### src/rtl/led_pattern_pkg.sv
// Shared types for the LED pattern generator: pattern modes, scan/breathe
// direction, and a helper that sizes the scan position register.
package led_pattern_pkg;

  typedef enum logic [1:0] {
    MODE_COUNT   = 2'd0,
    MODE_GRAY    = 2'd1,
    MODE_SCAN    = 2'd2,
    MODE_BREATHE = 2'd3
  } mode_e;

  typedef enum logic {
    DIR_UP   = 1'b0,
    DIR_DOWN = 1'b1
  } dir_e;

  // A single LED still needs a 1-bit position register.
  function automatic int pos_width(input int n);
    return (n > 1) ? $clog2(n) : 1;
  endfunction

endpackage

### src/rtl/led_prescaler.sv
// Free-running prescaler. It emits a registered one-cycle tick each time the
// counter wraps, and freezes completely while en is low.
module led_prescaler #(
  parameter int WIDTH = 18
) (
  input  logic clk,
  input  logic rst,
  input  logic en,
  output logic tick
);

  logic [WIDTH-1:0] pre;

  // NOTE: state registers use non-blocking assignments so that every flop
  // samples the pre-edge values, whatever order the statements appear in.
  always_ff @(posedge clk) begin
    if (rst) begin
      pre  <= '0;
      tick <= 1'b0;
    end else begin
      tick <= en && (pre == '1);
      if (en) pre <= pre + WIDTH'(1);
    end
  end

endmodule

### src/rtl/led_pattern_gen.sv
// LED pattern generator: binary count, Gray count, bouncing scan, or PWM
// breathing. The pattern advances once per prescaler tick.
module led_pattern_gen
  import led_pattern_pkg::*;
#(
  parameter int N_LEDS     = 8,
  parameter int PRESCALE_W = 18,
  parameter int PWM_W      = 8
) (
  input  logic              clk,
  input  logic              rst,
  input  logic              en,
  input  logic [1:0]        mode,
  output logic [N_LEDS-1:0] leds,
  output logic              tick
);

  localparam int                POS_W    = pos_width(N_LEDS);
  localparam logic [POS_W-1:0]  POS_MAX  = POS_W'(N_LEDS - 1);
  localparam logic [PWM_W-1:0]  DUTY_MAX = '1;

  mode_e             mode_q, mode_d;
  dir_e              dir_q, dir_d;
  logic [N_LEDS-1:0] step_q, step_d;
  logic [POS_W-1:0]  pos_q, pos_d;
  logic [PWM_W-1:0]  duty_q, duty_d;
  logic [PWM_W-1:0]  pwm_cnt;
  logic [N_LEDS-1:0] leds_d;
  logic              advance;

  led_prescaler #(
    .WIDTH (PRESCALE_W)
  ) u_prescaler (
    .clk  (clk),
    .rst  (rst),
    .en   (en),
    .tick (tick)
  );

  assign advance = tick && en;

  // NOTE: every variable written here gets a default first, so no path
  // through the block leaves one unassigned and no latch is inferred.
  always_comb begin
    mode_d = mode_q;
    step_d = step_q;
    pos_d  = pos_q;
    dir_d  = dir_q;
    duty_d = duty_q;

    if (advance) begin
      if (mode_e'(mode) != mode_q) begin
        // A mode switch only restarts the new pattern; it does not advance it.
        mode_d = mode_e'(mode);
        step_d = '0;
        pos_d  = '0;
        dir_d  = DIR_UP;
        duty_d = '0;
      end else begin
        unique case (mode_q)
          MODE_COUNT,
          MODE_GRAY: step_d = step_q + N_LEDS'(1);
          MODE_SCAN: begin
            if (N_LEDS > 1) begin
              if (dir_q == DIR_UP) begin
                if (pos_q == POS_MAX) begin
                  dir_d = DIR_DOWN;
                  pos_d = pos_q - POS_W'(1);
                end else begin
                  pos_d = pos_q + POS_W'(1);
                end
              end else begin
                if (pos_q == '0) begin
                  dir_d = DIR_UP;
                  pos_d = pos_q + POS_W'(1);
                end else begin
                  pos_d = pos_q - POS_W'(1);
                end
              end
            end
          end
          MODE_BREATHE: begin
            if (dir_q == DIR_UP) begin
              if (duty_q == DUTY_MAX) begin
                dir_d  = DIR_DOWN;
                duty_d = duty_q - PWM_W'(1);
              end else begin
                duty_d = duty_q + PWM_W'(1);
              end
            end else begin
              if (duty_q == '0) begin
                dir_d  = DIR_UP;
                duty_d = duty_q + PWM_W'(1);
              end else begin
                duty_d = duty_q - PWM_W'(1);
              end
            end
          end
        endcase
      end
    end

    // Decode from the next state so the LEDs change on the same edge as it.
    leds_d = '0;
    unique case (mode_d)
      MODE_COUNT:   leds_d = step_d;
      MODE_GRAY:    leds_d = step_d ^ (step_d >> 1);
      MODE_SCAN:    leds_d = N_LEDS'(1) << pos_d;
      MODE_BREATHE: leds_d = {N_LEDS{pwm_cnt < duty_q}};
    endcase
  end

  always_ff @(posedge clk) begin
    if (rst) begin
      mode_q  <= MODE_COUNT;
      dir_q   <= DIR_UP;
      step_q  <= '0;
      pos_q   <= '0;
      duty_q  <= '0;
      pwm_cnt <= '0;
      leds    <= '0;
    end else if (en) begin
      mode_q  <= mode_d;
      dir_q   <= dir_d;
      step_q  <= step_d;
      pos_q   <= pos_d;
      duty_q  <= duty_d;
      pwm_cnt <= pwm_cnt + PWM_W'(1);
      leds    <= leds_d;
    end
  end

endmodule

### config.mk
export PLATFORM = sky130hd
export DESIGN_NAME = led_pattern_gen
export DESIGN_NICKNAME = d
export VERILOG_FILES = /design/src/rtl/led_pattern_pkg.sv /design/src/rtl/led_prescaler.sv /design/src/rtl/led_pattern_gen.sv
export SDC_FILE = /design/constraint.sdc
export NUM_CORES = 1
export LEC_CHECK = 0
export ABC_CLOCK_PERIOD_IN_PS = 2900
export BUFFER_PORTS_ARGS = -buffer_cell sky130_fd_sc_hd__buf_2
export CORE_MARGIN = 2
export CORE_UTILIZATION = 45
export DETAILED_ROUTE_END_ITERATION = 16
export PLACE_DENSITY_LB_ADDON = 0.08
export SLEW_MARGIN = 20
export SYNTH_ARGS = -nofsm -noshare
export SYNTH_HDL_FRONTEND = slang
export SYNTH_HIERARCHICAL = 1
export SYNTH_SLANG_ARGS = --single-unit
### constraint.sdc
create_clock -name clk -period 2.9 [get_ports clk]
set_input_delay 0.29 -clock clk [delete_from_list [all_inputs] [get_ports clk]]
set_output_delay 0.29 -clock clk [all_outputs]
set_load 0.01 [all_outputs]
* After elaboration in Yosys (flattened, before gate mapping)
Index checks and enable logic that the tools add are counted.
** Word-level totals
- Logic and storage cells :: 65
- Output and inout port bits :: 9
- Bits in registers :: 57
- Input port bits :: 5
** Cells by class
- Shift-type cells :: 1
- Reduce and logical (&&, ||, !) cells :: 11
- Add/subtract/negate cells :: 7
- Magnitude comparators :: 1
- Multiplexer cells :: 25
- Equal/unequal tests :: 10
- Bitwise gates (word level) :: 1
** Operators with widths (number)
- $mux 8 :: 8
- $pmux 8 s4 :: 1
- $add 8x1->8 const B :: 3
- $add 18x1->18 const B :: 1
- $eq 18x18->1 const B :: 1
- $mux 3 :: 6
- $eq 2x2->1 const B :: 4
- $eq 8x8->1 const B :: 1
- $logic_not 8->1 :: 1
- $lt 8x8->1 :: 1
- $shl 1x3->8 const A :: 1
- $sub 8x1->8 const B :: 1
- $xor 8x7->8 :: 1
- $mux 1 :: 7
- $reduce_and 3->1 :: 2
- $eq 2x1->1 const B :: 2
- $logic_not 2->1 :: 2
- $mux 2 :: 2
- $add 3x1->3 const B :: 1
- $eq 3x3->1 const B :: 1
- $logic_not 3->1 :: 1
- $reduce_bool 3->1 :: 1
- $sub 3x1->3 const B :: 1
- $logic_and 1x1->1 :: 2
- other kinds (4) :: 4

* Logic depth before layout (Yosys ltp)
Gate-level depths: netlist of the first run.
- Depth after elaboration :: 8
- Depth in mapped cells :: 9
- Depth with buffers taken out :: 8

* By module
The synthesis of the first run kept the hierarchy.
** Modules (own cells, without submodules)
- led_pattern_gen :: cells each 334, area each 2655.0 um2, times used 1, sequential area each 760.7 um2
- led_prescaler :: cells each 94, area each 844.6 um2, times used 1, sequential area each 380.4 um2

* Worst setup path before layout of the first run
No wires, ideal clock.
- Kind :: reg2reg
- Start point :: register pos_q[0]
- End point :: register leds[5]
- Path slack :: 646 ps
- Arrival :: 2164 ps
- Cell stages (with the launch flop) :: 9
- Required time :: 2809 ps
- Library setup time :: 91 ps
- Clock period less this slack :: 2254 ps
- Buffers on the path :: 0
- Path through :: dfxtp_1 > ha_1 > ha_1 > or2_1 > a21bo_2 > a21oi_1 > o221ai_1 > or3_1 > a311oi_1
** Between the ends
- Cells in the longest elaborated chain, start to end :: 8
- Elaborated cells between the ends (all ways) :: 12
- Classes of those cells :: 2 x add/sub; 1 x eq/ne; 1 x shift; 7 x mux; 1 x reduce/logical
** Ends and longest elaborated chain
- start: declaration :: RTL line led_pattern_gen.sv:25 : logic [POS_W-1:0] pos_q, pos_d;
- start signal: assignment :: RTL line led_pattern_gen.sv:126 : pos_q <= pos_d;
- $add 3x1->3 (tied with other cells) :: RTL line led_pattern_gen.sv:70, led_pattern_gen.sv:75
- $mux 3 (on tied branches) :: RTL line led_pattern_gen.sv:66, led_pattern_gen.sv:73
- $mux 3 :: RTL line led_pattern_gen.sv:65 : if (dir_q == DIR_UP) begin
- $mux 3 :: RTL line led_pattern_gen.sv:60 : unique case (mode_q)
- $mux 3 :: RTL line led_pattern_gen.sv:52 : if (mode_e'(mode) != mode_q) begin
- $mux 3 * :: RTL line led_pattern_gen.sv:51 : if (advance) begin
- $shl 1x3->8 * :: RTL line led_pattern_gen.sv:108 : MODE_SCAN: leds_d = N_LEDS'(1) << pos_d;
- $pmux 8 s4 * :: RTL line led_pattern_gen.sv:105 : unique case (mode_d)
- end signal: assignment :: RTL line led_pattern_gen.sv:129 : leds <= leds_d;
- end: declaration :: RTL line led_pattern_gen.sv:14 : output logic [N_LEDS-1:0] leds,
Every way passes the cells marked *; elsewhere a longest branch is shown, timed or not.
A chain may end at the register's enable or synchronous reset.

* Worst setup path in the final report of the first run
Ends and elaborated chain as after synthesis.

==> impl_metrics.yaml, run 1 <==
run_status:
  status: "completed"
global_route:
  overflow: 0
  grt_max_degree: 26
  grt_pass1_vias: 2815
  grt_usage_pct: 19.68
  antenna_found_initial: 0
  grt_pass1_wl_um: 13390
sta:
  max_freq_ghz: 0.3987
  worst_pin_slew_ns: 0.7461
  relSlewSlack_pct: 49.84
  rsz0062_at_grt: "false"
  fin_setup_tns_ns: 0
  finalHoldViolations: 0
  slew_viol_final: 0
  skew_ns: 0.003864
  hold_slack_ns: 0.2667
  fin_crit_sh_pct: 86.49
  setup_viol: 0
  post-route-min-period_ns: 2.508
cells_and_area:
  drive_above_1_share_pct: 10.63
  nets: 459
  layout_common_cells: "dfxtp_1 (57), nor2_1 (45), nand2_1 (40)"
  areaGrowthSynthToFinish_pct: 9.975
  final_common_cell: "dfxtp_1"
  n_antenna_cell: 0
clocking:
  cts_hold_buf: 0
  root_buffer: "clkbuf_8"
  h-tree-depth: 3
  cts_max_path_buffers: 2
  cts_buffers: 9
  clk_latency_ns: 0.34
  cts_tree: "done"
  cts_resized: 0
  path_clk_slew_ns: 0.07
  clock_sinks: 57
  cts_setup_buffers: 0
setup_path:
  cp-end-kind: "flip-flop"
  cp_common_cell: "ha_1"
  crit_slowest_cell: "or3_1"
  path_cells: "ha_1, ha_1, or2_1, a21bo_2, a21oi_1, o221ai_1, or3_1, a311oi_1"
  crit_family: "compound AO/OA/AOI/OAI gates"
  cp_slowest_stage_delay_ns: 0.45
  crit_fanout: 8
  path_buf_inv: 0
  cp.required_ns: 3.15
  crit_arrival_ns: 2.76
  worstSetupPathType: "reg2reg"
  startpoint_type: "flip-flop"
floorplan:
  core-area_mm2: 0.007647
  io_pins: 14
  die-area_mm2: 0.008498
  die_h_um: 92.19
  start_util_pct: 45.76
  rows: 32
  die_w_um: 92.19
power_and_ir_drop:
  power_density_mw_per_mm2: 437.1
  total_leakage_power_nw: 1.342
  combPwrFrac_pct: 3.9
  total_power_mw: 1.682
  ir_drop_mv: 0.2573
  clkPwrFrac_pct: 48.5
  sw_frac_of_total_pct: 22.83
  internal-power_mw: 1.298
  p_seq_share_pct: 47.6
  p_sw_uw: 384.1
drt:
  drcViolationCount: 0
  drt_iter0_drc: 121
  met3WireLength_um: 345
  wl_met1_um: 3924
  drt-wirelength-per-cell_um: 14.53
  ant_nets: 0
  viasPerCell: 5.577
  firstDrtPassIters: 5
  routed_wl_um: 7906
  dr_wl_met2_um: 3544
  top_layer: "met4"
  vias: 3034
synth:
  synth.net_count: 450
  ys.flop_type: "dfxtp_1"
  synth.distinct_cells: 64
  synth_edf_count: 0
  syn_area_per_cell_um2: 8.177
  synth_area_mm2: 0.003500
  synth.largest_area_cell: "dfxtp_1"
  ys_seq_area_share_pct: 32.61
  yosys_warnings: 6
  yosysTopAreaCellShare_pct: 32.61
  synth.area.top_cells: "dfxtp_1 (33%), ha_1 (6.1%), nor2_1 (4.8%)"
  ys_ff_latch: 57
  syn_inst: 428
  async_flop_share_pct: 0
placed_design:
  place_congestion: 0.8113
  dp_hpwl_um: 5725
  portBuffers: 13
flow_run:
  maxCapViolCount: 0
hold_path:
  min_path_type: "in2reg"
==> metal layers <==
| metal | GRT usage [%] | vias to the layer above |
|---|---|---|
| met4 | 5.348 | 0 |
| li1 | - | 1557 |
| met2 | 31.00 | 50 |
| met5 | 0 | - |
| met1 | 26.52 | 1416 |
| met3 | 5.423 | 11 |
==> registers in the layout, summed over array words and instances (netlist names) <==
register and count:
u_prescaler/tick 1, dir_q 1, step_q 8, u_prescaler/pre 18, duty_q 8, mode_q 2
leds 8, pwm_cnt 8, pos_q 3
==> cells by family after synthesis <==
| kind of cell | Yosys count | synth area share, % |
|---|---|---|
| multiplexers | 11 | 3.432 |
| adder cells (fa/ha/maj) | 17 | 6.078 |
| AND/OR/NAND/NOR | 180 | 27.42 |
| buffers and inverters | 36 | 4.254 |
| flip-flops | 57 | 32.61 |
| XOR/XNOR | 35 | 8.759 |
| AO/OA/AOI/OAI | 92 | 17.45 |
==> cell type report <==
cell class                      instances  area, um^2
Clock buffer                           11       131.4
Sequential cell                        57        1141
Multi-Input combinational cell        335        2210
Timing Repair Buffer                   17       95.09
Fill cell                             748        3799
Inverter                               17       63.81
Clock inverter                          5       80.08
Tap cell                              102       127.6
==> power groups by stage <==
stage / Clock [mW] / Sequential, mW / Combinational, mW
finish: 0.816 / 0.800 / 0.0657
global route: 0.875 / 0.802 / 0.0760
CTS: 0.842 / 0.800 / 0.0667
detailed placement: 0 / 0.819 / 0.0663
global placement: 0 / 0.818 / 0.0657
floorplan: 0 / 0.818 / 0.0462
==> worst paths after layout <==
check	start	endpoint	slack [ns]	depth (start not counted)
hold / removal	mode[0]	mode_q[0]	0.27	3
setup reg to reg	pos_q[0]	leds[5]	0.39	8
hold reg to reg	u_prescaler/pre[16]	u_prescaler/pre[16]	0.49	2
setup / recovery	pos_q[0]	leds[5]	0.39	8
==> stage by stage <==
step | utilization [%] | cells | setup WS [ns] | cell area [um^2]
final | 50.33 | 544 | 0.3919 | 3849
after floorplan | - | 428 | 0.6456 | 3500
after detailed placement | 47.56 | 528 | 0.4374 | 3637
after global routing | 50.33 | 544 | 0.1024 | 3849
after CTS | 50.33 | 544 | 0.4185 | 3849
after global placement | 47.56 | 528 | 0.4780 | 3637
==> synth_stat cells, types with 6 or more instances <==
| library cell | instances |
|---|---|
| o21ai_0 | 21 |
| nor3_1 | 9 |
| nand4_1 | 12 |
| mux2i_1 | 6 |
| or3_1 | 7 |
| dfxtp_1 | 57 |
| nand3_1 | 16 |
| xor2_1 | 17 |
| nand2_1 | 40 |
| a21oi_1 | 22 |
| nand2b_1 | 7 |
| ha_1 | 17 |
| xnor2_1 | 18 |
| nor2b_1 | 6 |
| inv_1 | 17 |
| clkbuf_1 | 12 |
| nor4_1 | 6 |
| nor2_1 | 45 |
| and3_1 | 9 |
==> worst reg2reg max path, delay by kind of cell (launching register included) <==
kind                       cells  cell delay [ns]
AOI/OAI and AO/OA              4             0.89
adders and majority gates      2             0.44
DFF                            1             0.38
and+or+nand+nor                2             0.71
No activity file was read; power rests on OpenSTA's default activity.
==> run 2: changes to the inputs <==
- REMOVE_ABC_BUFFERS: unset -> 1
==> run 2 against run 1 <==
First-iteration DRC count grew 29%; total power decreased by 2.3%; non-clock buffer count up 2; critical endpoint is now leds[6]; die area did not move.
==> impl_metrics.yaml, run 2 (synthesis gave the netlist of run 1 again) <==
drt:
  drt_iter0_drc: 156
  routed_wl_um: 7842
  viasPerCell: 5.601
  drt-wirelength-per-cell_um: 14.36
  firstDrtPassIters: 4
  ant_nets: 0
  vias: 3058
  drcViolationCount: 0
power_and_ir_drop:
  total_leakage_power_nw: 1.355
  ir_drop_mv: 0.2430
  power_density_mw_per_mm2: 426.1
clocking:
  cts_max_path_buffers: 2
  clock_sinks: 57
  cts_hold_buf: 0
  clk_latency_ns: 0.33
  cts_setup_buffers: 0
  h-tree-depth: 3
  cts_tree: "done"
  path_clk_slew_ns: 0.07
  root_buffer: "clkbuf_8"
  cts_buffers: 9
  cts_resized: 0
setup_path:
  path_buf_inv: 1
  cp.required_ns: 3.10
  path_cells: "inv_1, ha_1, a211oi_1, o21ai_0, a221oi_1, a21oi_1, o221a_2, a2111oi_0"
  crit_fanout: 9
  cp_slowest_stage_delay_ns: 0.47
  cp-end-kind: "flip-flop"
  startpoint_type: "flip-flop"
  worstSetupPathType: "reg2reg"
  crit_arrival_ns: 2.78
  rrSetupSlack_ns: 0.32
  crit_slowest_cell: "dfxtp_1"
  crit_family: "compound AO/OA/AOI/OAI gates"
sta:
  fin_setup_tns_ns: 0
  finalHoldViolations: 0
  hold_slack_ns: 0.2723
  relSlewSlack_pct: 42.26
  slew_viol_final: 0
  rsz0062_at_grt: "false"
  setup_viol: 0
  fin_crit_sh_pct: 88.95
  worst_pin_slew_ns: 0.8588
  skew_ns: 0.008304
  max_freq_ghz: 0.3876
  post-route-min-period_ns: 2.580
  fin_ws_ns: 0.3203
cells_and_area:
  drive_above_1_share_pct: 11.26
  nFillCells: 752
  regMostFlops: "u_prescaler/pre"
  ff_latch_area_mm2: 0.001141
  largest_reg_flops: 18
  layout_common_cells: "dfxtp_1 (57), nor2_1 (45), nand2_1 (40)"
  multi_input_area_mm2: 0.002210
  areaGrowthSynthToFinish_pct: 10.26
  n_antenna_cell: 0
  final_common_cell: "dfxtp_1"
  nets: 461
floorplan:
  rows: 32
  die_w_um: 92.19
  die-area_mm2: 0.008498
  die_h_um: 92.19
  start_util_pct: 45.76
  io_pins: 14
  core-area_mm2: 0.007647
run_status:
  status: "completed"
hold_path:
  min_path_type: "in2reg"
placed_design:
  place_ws_ns: 0.3670
  place_congestion: 0.8155
  dp_hpwl_um: 5687
  portBuffers: 13
flow_run:
  maxCapViolCount: 0
global_route:
  grt_usage_pct: 19.53
  grt_max_degree: 22
  grt_pass1_wl_um: 13400
  overflow: 0
  antenna_found_initial: 0
  grt_pass1_vias: 2775
==> run 2: changes by cell type in the layout (fill, tap and decap cells not counted) <==
cell | before | now
clkbuf_8 | 9 | 11
clkbuf_1 | 2 | 1
bufinv_16 | 2 | 1
clkinvlp_4 | 2 | 1
clkinv_4 | 0 | 1
buf_4 | 4 | 6
==> run 2: path summary, 6_finish.rpt <==
| check | startpoint | to | cells past startpoint |
|---|---|---|---|
| max | duty_q[2] | leds[6] | 8 |
| min | mode[0] | mode_q[0] | 3 |
| max reg2reg | duty_q[2] | leds[6] | 8 |
| min reg2reg | u_prescaler/pre[17] | u_prescaler/tick | 2 |
==> run 2: where the power goes <==
group | internal, mW | switching, mW | leakage (nW) | total (mW)
combinational | 0.0243 | 0.0433 | 0.792 | 0.0676
sequential | 0.792 | 0.00902 | 0.461 | 0.801
clock | 0.444 | 0.331 | 0.103 | 0.776
total | 1.26 | 0.384 | 1.36 | 1.64
==> run 2: final cells by class <==
type                    count  share of cell area, %
well taps                 102                  3.307
inverters                  17                  1.654
multi-input cells         335                  57.26
flip-flops and latches     57                  29.57
clock buffers              12                  4.021
repair buffers             19                  2.853
clock inverters             4                  1.329
==> run 2: routing by layer <==
layer	global-route usage, %	vias to the layer above	wire length [um]
li1	-	1568	-
met4	5.597	0	24
met3	5.012	2	224
met5	0	-	0
met2	29.11	43	3540
met1	27.80	1445	4052
==> run 2: metrics by stage <==
| stage | std cells | cell area (um^2) | util, % | power [mW] |
|---|---|---|---|---|
| floorplan | 409 | 3415 | - | 0.8495 |
| detailed placement | 530 | 3652 | 47.76 | 0.8863 |
| global placement | 530 | 3652 | 47.76 | 0.8852 |
| global route | 546 | 3859 | 50.46 | 1.713 |
| CTS | 546 | 3859 | 50.46 | 1.666 |
| finish | 546 | 3859 | 50.46 | 1.644 |
==> run 2: worst min-delay path, cell delays in order <==
cell	delay (ns)
buf_2	0.15
nand2_1	0.06
a21oi_1	0.05
==> run 3: changes to the inputs <==
==> constraint.sdc (replaced) <==
create_clock -name clk -period 2.9 [get_ports clk]
set_input_delay 0.435 -clock clk [delete_from_list [all_inputs] [get_ports clk]]
set_output_delay 0.435 -clock clk [all_outputs]
set_load 0.01 [all_outputs]
==> run 3 against run 2 <==
Clock-buffer cell count is 3 lower; total power is 1.6% lower; clock power is 3.4% lower; final cell count is 0.18% higher; sequential share of layout area hardly changed; core utilization hardly changed; register-to-register slack better by 0.05 ns; sequential power hardly changed; critical path type unchanged; first-iteration DRC count is 6.4% lower; wire length is 0.13% higher; combinational power is 1% lower; maximum frequency is 2.0% higher.
==> impl_metrics.yaml, run 3 (synthesis gave the netlist of run 1 again) <==
sta:
  setup_viol: 0
  max_freq_ghz: 0.3955
  finalHoldViolations: 0
  fin_setup_tns_ns: 0
  slew_viol_final: 0
  fin_crit_sh_pct: 87.19
  rsz0062_at_grt: "false"
  skew_ns: 0.009581
  worst_pin_slew_ns: 0.7232
  post-route-min-period_ns: 2.528
  relSlewSlack_pct: 51.34
cells_and_area:
  n_antenna_cell: 0
  layout_common_cells: "dfxtp_1 (57), nor2_1 (45), nand2_1 (40)"
  regMostFlops: "u_prescaler/pre"
  areaGrowthSynthToFinish_pct: 10.33
  final_common_cell: "dfxtp_1"
  nets: 462
  largest_reg_flops: 18
  fin_util_pct: 50.49
  drive_above_1_share_pct: 11.69
floorplan:
  io_pins: 14
  core-area_mm2: 0.007647
  die_h_um: 92.19
  die_w_um: 92.19
  start_util_pct: 45.76
  die-area_mm2: 0.008498
  rows: 32
flow_run:
  maxCapViolCount: 0
global_route:
  antenna_found_initial: 0
  grt_usage_pct: 19.77
  grt_pass1_wl_um: 13520
  grt_pass1_vias: 2856
  grt_max_degree: 32
  overflow: 0
clocking:
  cts_setup_buffers: 0
  cts_hold_buf: 0
  path_clk_slew_ns: 0.07
  clock_sinks: 57
  cts_tree: "done"
  cts_resized: 0
  clk_latency_ns: 0.34
  h-tree-depth: 3
  cts_buffers: 9
  cts_max_path_buffers: 2
  root_buffer: "clkbuf_8"
setup_path:
  startpoint_type: "flip-flop"
  crit_slowest_cell: "dfxtp_1"
  path_cells: "inv_1, ha_1, o21bai_1, o221ai_1, o21ai_0, a21oi_1, o311ai_0, a32o_1"
  crit_fanout: 8
  cp.required_ns: 3.13
  cp_slowest_stage_delay_ns: 0.45
  worstSetupPathType: "reg2reg"
  rrSetupSlack_ns: 0.37
  crit_arrival_ns: 2.76
  r2r_end: "leds[0]"
  regToRegStartpoint: "pos_q[0]"
  cp-end-kind: "flip-flop"
  rr_worst_depth: 8
hold_path:
  min_to: "mode_q[0]"
  hold_start: "mode[0]"
  whs_path_depth: 3
  min_path_type: "in2reg"
drt:
  drt_iter0_drc: 146
  drcViolationCount: 0
  vias: 3036
  routed_wl_um: 7852
  ant_nets: 0
  viasPerCell: 5.550
  drt-wirelength-per-cell_um: 14.35
  firstDrtPassIters: 4
power_and_ir_drop:
  total_leakage_power_nw: 1.356
  ir_drop_mv: 0.2652
  power_density_mw_per_mm2: 419.0
placed_design:
  dp_hpwl_um: 5731
  portBuffers: 13
  place_congestion: 0.8003
run_status:
  status: "completed"
==> run 3: cell type report <==
cell class	count	area [um^2]
fill	748	3786
clock buffer	9	123.9
sequential	57	1141
clock inverter	7	77.57
timing repair buffer	20	117.6
tap	102	127.6
multi-input combinational	335	2210
inverter	17	63.81
==> run 3: report_power, final <==
part           switching, mW  total, mW  internal, mW
clock network          0.347      0.750         0.403
logic                 0.0431     0.0667        0.0236
registers            0.00898      0.801         0.792
==> run 3: metrics by stage <==
step / power [mW] / cell area (um^2) / hold WS (ns) / cells / worst slack [ns]
after floorplan: 0.8495 / 3415 / 0.4515 / 409 / 0.6454
after global placement: 0.8844 / 3660 / 0.4729 / 531 / 0.4588
after detailed placement: 0.8854 / 3660 / 0.4721 / 531 / 0.3821
after CTS: 1.654 / 3861 / 0.3945 / 547 / 0.4208
after global routing: 1.689 / 3861 / 0.4165 / 547 / 0.1484
final: 1.618 / 3861 / 0.4173 / 547 / 0.3716
==> run 3: layer usage <==
| layer | wire length (um) | vias to the layer above | GRT usage (%) |
|---|---|---|---|
| met3 | 327 | 5 | 4.930 |
| li1 | - | 1580 | - |
| met4 | 65 | 0 | 5.473 |
| met1 | 3937 | 1404 | 27.25 |
| met5 | 0 | - | 0 |
| met2 | 3522 | 47 | 30.76 |
==> run 3: worst max-delay path by stage <==
stage / start / endpoint / slack (ns)
3_3_place_gp: en / leds[5] / 0.46
2_1_floorplan: pos_q[0] / leds[5] / 0.65
4_1_cts: pos_q[0] / leds[5] / 0.42
5_1_grt: duty_q[2] / leds[6] / 0.15
3_5_place_dp: en / leds[5] / 0.38
6_report: pos_q[0] / leds[0] / 0.37
==> run 3: critical path, delay by kind of cell, from the launching register on <==
family / cells / cell delay (ns)
compound gates: 6 / 1.49
flops: 1 / 0.45
buf+inv: 1 / 0.14
fa+ha+maj: 1 / 0.34
